[src/rtl/serial_sub_pkg.sv]
// Shared types and sizing helpers for the bit-serial subtractor.
// Imported by the top level; fs_cell has no package dependencies.
package serial_sub_pkg;

  typedef enum logic [1:0] {
    IDLE = 2'd0,
    RUN  = 2'd1,
    DONE = 2'd2
  } state_t;

  // Number of STEP-bit slices needed to cover WIDTH bits.
  function automatic int slice_count(input int width, input int step);
    return width / step;
  endfunction

  // Slice counter width, never narrower than one bit.
  function automatic int cnt_width(input int width, input int step);
    int n;
    n = width / step;
    return (n > 1) ? $clog2(n) : 1;
  endfunction

endpackage

[src/rtl/serial_subtractor_fs_cell.sv]
// One-bit full subtractor: d = a - b - c, bo is the borrow out.
// Chained STEP times per clock by serial_subtractor.
module fs_cell (
  input  logic a,
  input  logic b,
  input  logic c,
  output logic d,
  output logic bo
);

  assign d  = a ^ b ^ c;
  assign bo = (~a & b) | (~(a ^ b) & c);

endmodule

[src/rtl/serial_subtractor.sv]
// Multi-cycle a - b - bin over WIDTH bits, STEP bits per clock, with
// valid/ready on both sides and borrow/zero/signed-overflow flags.
module serial_subtractor
  import serial_sub_pkg::*;
#(
  parameter int WIDTH = 8,
  parameter int STEP  = 1
) (
  input  logic             clk,
  input  logic             rst_n,
  input  logic             in_valid,
  output logic             in_ready,
  input  logic [WIDTH-1:0] a,
  input  logic [WIDTH-1:0] b,
  input  logic             bin,
  output logic             out_valid,
  input  logic             out_ready,
  output logic [WIDTH-1:0] diff,
  output logic             bout,
  output logic             zero,
  output logic             ovf
);

  localparam int NSLICE = slice_count(WIDTH, STEP);
  localparam int CW     = cnt_width(WIDTH, STEP);

  generate
    if (WIDTH < 1 || STEP < 1 || STEP > WIDTH || (WIDTH % STEP) != 0) begin : g_bad_params
      $error("serial_subtractor: need 1 <= STEP <= WIDTH and WIDTH %% STEP == 0");
    end
  endgenerate

  state_t           state, next_state;
  logic [WIDTH-1:0] a_sh, b_sh;
  logic             a_msb, b_msb;
  logic             borrow;
  logic [CW-1:0]    cnt;
  logic             last;
  logic [STEP-1:0]  chain_d;
  logic [STEP:0]    chain_b;
  logic [WIDTH-1:0] diff_next;

  assign last = (cnt == CW'(NSLICE - 1));

  // Ripple-borrow chain over the current slice, seeded by the registered borrow.
  assign chain_b[0] = borrow;
  generate
    for (genvar i = 0; i < STEP; i++) begin : g_cell
      fs_cell u_cell (
        .a  (a_sh[i]),
        .b  (b_sh[i]),
        .c  (chain_b[i]),
        .d  (chain_d[i]),
        .bo (chain_b[i+1])
      );
    end
  endgenerate

  // NOTE: every combinational output gets a default first so no path leaves it unassigned (no latch).
  always_comb begin
    diff_next = diff;
    for (int k = 0; k < NSLICE; k++) begin
      if (cnt == CW'(k)) diff_next[k*STEP +: STEP] = chain_d;
    end
  end

  // NOTE: sequential state uses non-blocking assignments so all registers update together at the edge.
  always_ff @(posedge clk or negedge rst_n) begin
    if (!rst_n) state <= IDLE;
    else        state <= next_state;
  end

  always_comb begin
    next_state = state;
    case (state)
      IDLE:    if (in_valid)  next_state = RUN;
      RUN:     if (last)      next_state = DONE;
      DONE:    if (out_ready) next_state = IDLE;
      default:                next_state = IDLE;
    endcase
  end

  always_comb begin
    in_ready = (state == IDLE);
  end

  always_ff @(posedge clk or negedge rst_n) begin
    if (!rst_n) begin
      a_sh      <= '0;
      b_sh      <= '0;
      a_msb     <= 1'b0;
      b_msb     <= 1'b0;
      borrow    <= 1'b0;
      cnt       <= '0;
      diff      <= '0;
      bout      <= 1'b0;
      zero      <= 1'b0;
      ovf       <= 1'b0;
      out_valid <= 1'b0;
    end else begin
      out_valid <= (next_state == DONE);
      case (state)
        IDLE: begin
          if (in_valid) begin
            a_sh   <= a;
            b_sh   <= b;
            a_msb  <= a[WIDTH-1];
            b_msb  <= b[WIDTH-1];
            borrow <= bin;
            cnt    <= '0;
            diff   <= '0;
            bout   <= 1'b0;
            zero   <= 1'b0;
            ovf    <= 1'b0;
          end
        end
        RUN: begin
          a_sh   <= a_sh >> STEP;
          b_sh   <= b_sh >> STEP;
          borrow <= chain_b[STEP];
          diff   <= diff_next;
          if (last) begin
            // Flags come from the completed result on the same edge it is written.
            bout <= chain_b[STEP];
            zero <= (diff_next == '0);
            ovf  <= (a_msb != b_msb) && (diff_next[WIDTH-1] != a_msb);
          end else begin
            cnt <= cnt + 1'b1;
          end
        end
        default: ;
      endcase
    end
  end

endmodule

[config.mk]
export PLATFORM = sky130hd
export DESIGN_NAME = serial_subtractor
export DESIGN_NICKNAME = d
export VERILOG_FILES = /design/src/rtl/serial_sub_pkg.sv /design/src/rtl/serial_subtractor_fs_cell.sv /design/src/rtl/serial_subtractor.sv
export SDC_FILE = /design/constraint.sdc
export NUM_CORES = 1
export LEC_CHECK = 0
export CAP_MARGIN = 20
export CELL_PAD_IN_SITES_DETAIL_PLACEMENT = 0
export CELL_PAD_IN_SITES_GLOBAL_PLACEMENT = 1
export CORE_ASPECT_RATIO = 1.1
export CORE_MARGIN = 2
export CORE_UTILIZATION = 40
export DETAILED_ROUTE_END_ITERATION = 8
export GPL_TIMING_DRIVEN = 0
export PLACE_DENSITY_LB_ADDON = 0.25
export SYNTH_ARGS = -nofsm -noshare
export SYNTH_HDL_FRONTEND = slang
export SYNTH_HIERARCHICAL = 1
export SYNTH_SLANG_ARGS = --single-unit
[constraint.sdc]
create_clock -name clk -period 2.2 [get_ports clk]
set_input_delay 0.44 -clock clk [delete_from_list [all_inputs] [get_ports clk]]
set_output_delay 0.44 -clock clk [all_outputs]
set_load 0.02 [all_outputs]
==> results of run 1 <==
[kinds of logic after synthesis]
logic type / Yosys count / share of synthesized area [%]
AO/OA/AOI/OAI: 77 / 25.0
AND/OR/NAND/NOR: 57 / 14.6
flip-flops: 36 / 45.6
buffers and inverters: 25 / 5.70
multiplexers: 8 / 4.25
adder cells (fa/ha/maj): 7 / 4.82
[power by group through the flow]
stage	sequential (mW)	combinational, mW	clock [mW]
after CTS	1.08	1.57	0.502
after global placement	1.09	1.55	0
after detailed placement	1.10	1.56	0
after floorplan	1.13	1.03	0
final	1.08	1.54	0.484
after global routing	1.12	1.74	0.524
[layout make-up]
cell class,count,area share (%)
Buffer,15,3.12
Clock buffer,8,3.68
Inverter,9,1.38
Multi-Input combinational cell,149,39.3
Sequential cell,36,36.8
Tap cell,56,2.86
Timing Repair Buffer,32,12.8
[synthesized netlist by cell type, types with 2 or more instances]
library cell and n:
nor2b_1 22, nand2_1 19, mux2i_1 5, o21ai_0 27, o31a_1 2, buf_2 6
a22oi_1 14, ha_1 6, a21o_1 2, nand2b_1 4, inv_1 9, a32o_1 2
a21oi_1 19, nor2_1 8, mux2_2 3, clkbuf_1 8, a22o_1 4, dfrtp_1 36
[through the flow]
step / power, mW / worst slack [ps] / cell area, um2 / std cells / hold slack [ps]
detailed placement: 2.66 / -50.2 / 2360 / 298 / 470
global route: 3.39 / 43.4 / 2450 / 305 / 304
CTS: 3.15 / 186 / 2450 / 305 / 272
global placement: 2.64 / -215 / 2360 / 298 / 466
floorplan: 2.17 / 467 / 1970 / 210 / 144
finish: 3.11 / 210 / 2450 / 305 / 242
[what timing repair did]
item                                    4_1_cts  5_1_grt
setup buffers                                 0        0
endpoints found under the setup margin        1        0
gates resized for setup                       2        0
[flip-flops by register name (all words and copies together) (netlist names)]
| signal | flops |
|---|---|
| a_sh | 8 |
| b_sh | 8 |
| diff | 8 |
| cnt | 3 |
| state | 2 |
| a_msb | 1 |
| b_msb | 1 |
| borrow | 1 |
| bout | 1 |
| out_valid | 1 |
| ovf | 1 |
| zero | 1 |
[critical path, delay by kind of cell, from the launching register on]
family / cells / cell delay, ps
buffers and inverters: 2 / 380
AND/OR/NAND/NOR: 1 / 120
AO/OA/AOI/OAI: 1 / 270
adder cells (fa/ha/maj): 1 / 490
flip-flops: 1 / 400
multiplexers: 1 / 240
[per-layer routing]
layer	up-vias	track usage [%]	routed length [um]
met5	-	0	0
met4	0	5.66	65
met3	7	3.90	167
met2	36	28.7	2120
met1	782	23.1	2000
li1	808	-	-
[cell usage in the layout (no fill, tap or decap), drive strengths merged, types with 6 or more instances in the layout]
cell,Yosys,layout
a22oi,14,14
nor2b,22,22
dfrtp,36,36
clkdlybuf4s50,0,30
clkbuf,8,15
inv,9,9
o21ai,28,28
buf,8,9
nand2,19,19
a21oi,19,19
nor2,8,8
ha,6,6
[worst paths after layout]
path                            cells past startpoint  slack [ps]                  end
worst max-delay path                                6         210     zero$_DFFE_PN0P_
worst min-delay path                                1         240  diff[1]$_DFFE_PN0P_
worst max register to register                      6         210     zero$_DFFE_PN0P_
worst min register to register                      1         490   borrow$_DFFE_PN0P_
max in group asynchronous                           1        1440  a_sh[4]$_DFFE_PN0P_
min in group clk                                    1         490   borrow$_DFFE_PN0P_
==> results.ini, run 1 <==
[setup_path]
worstPathArrival_ps = 2180
crit_chain = inv_1, fa_1, clkbuf_1, mux2i_1, nand4_1, o41ai_2
cpPeakStageDelay_ps = 490
crit_fanout = 10
end_kind = register
required_ps = 2390
crit_slowest_cell = fa_1
crit_path_start = b_sh[0]$_DFFE_PN0P_
cp-start-kind = register
rr_startpoint = b_sh[0]$_DFFE_PN0P_
crit_type = reg -> reg

[sta]
drv_slew = 0
tightestPinTransition_ps = 821
rsz0062_at_grt = no
fin_crit_ps = 1990
relSlewSlack_pct = 45.3
finClkSkew_ps = 6.95
fmax_mhz = 502
hold_viol_final = 0
fin_setup_tns_ps = 0
setup_violations = 0
fin_crit_sh_pct = 90.5

[cts]
htree_levels = 2
clockBufferDepth = 2
clk_pin_slew_worst_paths_ps = 70
clk_latency_ps = 290
cts_tree = yes
cts_sinks = 36
root_buffer = clkbuf_8
cts_buffers = 5
hold_buffers = 0

[floorplanning]
core_area_um2 = 4680
rows = 26
die_h_um = 77.7
die_area_um2 = 5510
start_util_pct = 42.1
die_x_um = 71.0
io_pins = 34

[global_route]
grt_usage_pct = 17.6
antenna_found_initial = 0
first_global_vias = 1596
grt_pass1_wl_um = 7650
grt_overflow_total = 0
grt_max_degree = 37

[cells_and_area]
fin_util_pct = 52.2
seqCellArea_um2 = 901
synthToLayoutAreaGrowth_pct = 23.9
antennaDiodeCount = 0
fill_cells = 467
drive_gt1_share_pct = 8.84
multiInputGateArea_um2 = 961
nets = 276

[yosys]
ys_ff_latch = 36
synth_area_leaders = dfrtp_1, nor2b_1, o21ai_0
synth_top_cell_area_share_pct = 45.6
synth_edf_count = 0
avgSynthCellArea_um2 = 9.40
synthArstFlopShare_pct = 100
synth_nets = 238
synth_cells = 210
synth_area_um2 = 1970
ys_seq_area_share_pct = 45.6
synth_top_area_cell = dfrtp_1
yosys_warnings = 6
synth_flop_cell = dfrtp_1
synth_cell_type_count = 32

[drt]
first_pass_iters = 4
wire_per_inst_um = 14.3
ant_nets = 0
via_count = 1633
wirelength_um = 4350
drcViolationCount = 0
vias_per_cell = 5.35
drtIter0Drc = 66

[run]
cap_violations = 0

[pwr]
p_int_mw = 1.85
cellLeakagePower_nw = 1.08
share_seq_of_total_power_pct = 34.8
vdd_drop_max_v = 0.000468
switching_share_pct = 40.4
pwr_density_cell_nw_per_um2 = 1270
p_sw_mw = 1.26
combPwrFrac_pct = 49.6
clkPwrFrac_pct = 15.6

[placed_design]
routabilityCongestion = 0.775
numPortBuffers = 32
dp_hpwl_um = 3100

[status]
outcome = finished, final reports clean

[hold_path]
hold_class = in -> async

(Power assumes the default switching activity.)
==> run 2: changes to the inputs <==
CORE_ASPECT_RATIO = 1.5   (was 1.1)
==> run 2 against run 1 <==
Non-clock buffer count decreased by 1; core utilization down 1.2 points; routed wire length rose by 3.1%; fmax up 0.68%; combinational power is essentially flat; highest routed layer unchanged.
==> results.ini, run 2 (same netlist as run 1, synthesis figures left out) <==
[status]
outcome = finished, final reports clean

[cells_and_area]
synthToLayoutAreaGrowth_pct = 24.3
top_regs = a_sh: 8 flops, b_sh: 8 flops, diff: 8 flops
nets = 275  ; -0.36%
antennaDiodeCount = 0  ; unchanged
most-common-layout-cells = dfrtp_1, clkdlybuf4s50_1, o21ai_0
fill_cells = 501  ; +7.3%
drive_gt1_share_pct = 8.47  ; -0.37 points
final_common_cell = dfrtp_1

[drt]
wirelength_um = 4480  ; +3.1%
vias_per_cell = 5.13  ; -4.2%
ant_nets = 0  ; unchanged
first_pass_iters = 4  ; unchanged
drcViolationCount = 0  ; unchanged
wire_per_inst_um = 14.3  ; +0.10%
via_count = 1611  ; -1.3%
drtIter0Drc = 52  ; -21%

[cts]
post-cts-setup-buffers = 0  ; unchanged
clk_latency_ps = 290  ; about the same
cts_sinks = 36  ; unchanged
clockBufferDepth = 2  ; unchanged
clk_pin_slew_worst_paths_ps = 70  ; about the same
cts_tree = yes
cts_buffers = 5  ; unchanged
root_buffer = clkbuf_8
htree_levels = 2  ; unchanged

[setup_path]
reg2reg_to = zero$_DFFE_PN0P_
reg2reg_depth = 5  ; -1
worstPathArrival_ps = 1540  ; -640 ps
end_kind = output port
rrSetupSlack_ps = 280  ; +70 ps
required_ps = 1760  ; -630 ps
rr_startpoint = b_sh[0]$_DFFE_PN0P_
cp-start-kind = register
crit_fanout = 16  ; +6
crit_type = reg -> out

[sta]
fin_crit_ps = 1980  ; -13.4 ps
hold_viol_final = 0  ; unchanged
fmax_mhz = 506  ; +0.68%
fin_ws_ps = 223  ; +13.4 ps
finClkSkew_ps = 2.96  ; -3.99 ps
tightestPinTransition_ps = 817  ; -3.36 ps
rsz0062_at_grt = no
whs_ps = 240  ; -2.08 ps
drv_slew = 0  ; unchanged
relSlewSlack_pct = 45.5  ; +0.22 points
fin_crit_sh_pct = 89.9  ; -0.61 points
setup_violations = 0  ; unchanged

[pwr]
combPwrFrac_pct = 49.6  ; about the same
vdd_drop_max_v = 0.000588  ; +26%
share_seq_of_total_power_pct = 34.8  ; about the same
pwr_density_cell_nw_per_um2 = 1270  ; -0.41%
p_int_mw = 1.85  ; -0.10%
p_sw_mw = 1.26  ; about the same
switching_share_pct = 40.4  ; about the same
clkPwrFrac_pct = 15.7  ; about the same
cellLeakagePower_nw = 1.08  ; -0.35%

[floorplanning]
die_h_um = 90.0  ; +16%
core_area_um2 = 4810  ; +2.7%
die_x_um = 61.4  ; -14%
rows = 31  ; +19%
die_area_um2 = 5530  ; +0.20%
start_util_pct = 41.1  ; -1.1 points
io_pins = 34  ; unchanged

[global_route]
grt_overflow_total = 0  ; unchanged
met1_usage_pct = 21.0  ; -2.0 points
antenna_found_initial = 0  ; unchanged
busiest_layer = met2
first_global_vias = 1621  ; +1.6%
grt_util_met2_pct = 31.0  ; +2.3 points
met3_usage_pct = 3.45  ; -0.44 points
grt_max_degree = 37  ; unchanged
grt_usage_pct = 17.9  ; +0.36 points
grt_pass1_wl_um = 7510  ; -1.8%

[placed_design]
dp_hpwl_um = 3230  ; +4.2%
numPortBuffers = 32  ; unchanged
routabilityCongestion = 0.773  ; -0.23%
dp_worst_setup_slack_ps = -66.5  ; -16.3 ps

[hold_path]
hold_class = in -> async

[run]
cap_violations = 0  ; unchanged

-- run 2: cell count changes in the layout (fill, tap and decap cells not counted) --
cell,previous run,this run
clkbuf_2,1,0
-- run 2: worst max path at each step --
stage                        startpoint                  end  slack, ps
floorplan           a_sh[0]$_DFFE_PN0P_     zero$_DFFE_PN0P_        470
global placement                  rst_n  a_sh[4]$_DFFE_PN0P_       -250
detailed placement   state[0]$_DFF_PN0_             in_ready        -70
CTS                 b_sh[0]$_DFFE_PN0P_     zero$_DFFE_PN0P_        140
global route        b_sh[0]$_DFFE_PN0P_     zero$_DFFE_PN0P_         90
finish               state[0]$_DFF_PN0_             in_ready        220
-- run 2: repair_timing --
action	4_1_cts	5_1_grt
gates resized for setup	1	0
endpoints found under the setup margin	1	1
hold endpoints to repair	0	0
hold buffers	0	0
-- run 2: area by class of cell --
type                       instances  area (um2)  share of cell area, %
multi-input combinational        149         961                   39.2
sequential                        36         901                   36.7
timing repair buffer              32         314                   12.8
clock buffer                       8        90.1                   3.67
tap                               66        82.6                   3.37
buffer                            14        71.3                   2.91
inverter                           9        33.8                   1.38
-- run 2: critical path, stage by stage (launching register included) --
cell	delay [ps]
dfrtp_1	340
buf_6	160
clkbuf_1	320
nor2_1	90
dlygate4sd2_1	330
-- run 2: power groups by stage --
stage / clock network (mW) / logic (mW) / registers (mW)
final: 0.487 / 1.54 / 1.08
after global routing: 0.533 / 1.74 / 1.11
after CTS: 0.500 / 1.57 / 1.08
after detailed placement: 0 / 1.57 / 1.09
after global placement: 0 / 1.55 / 1.09
after floorplan: 0 / 1.03 / 1.13
-- run 2: per-layer routing --
metal | up-vias | part of all wire (%)
li1 | 807 | -
met1 | 766 | 43
met2 | 31 | 53
met3 | 7 | 2.5
met4 | 0 | 1.4
met5 | - | 0
-- run 2: metrics by stage --
stage	util [%]	TNS [ps]	power (mW)	cell area [um2]	cells
after floorplan	-	0	2.17	1970	210
after global placement	49.4	-8920	2.64	2380	308
after detailed placement	49.3	-66.5	2.67	2370	308
after CTS	51.1	0	3.15	2460	315
after global routing	51.0	0	3.38	2450	314
final	51.0	0	3.11	2450	314
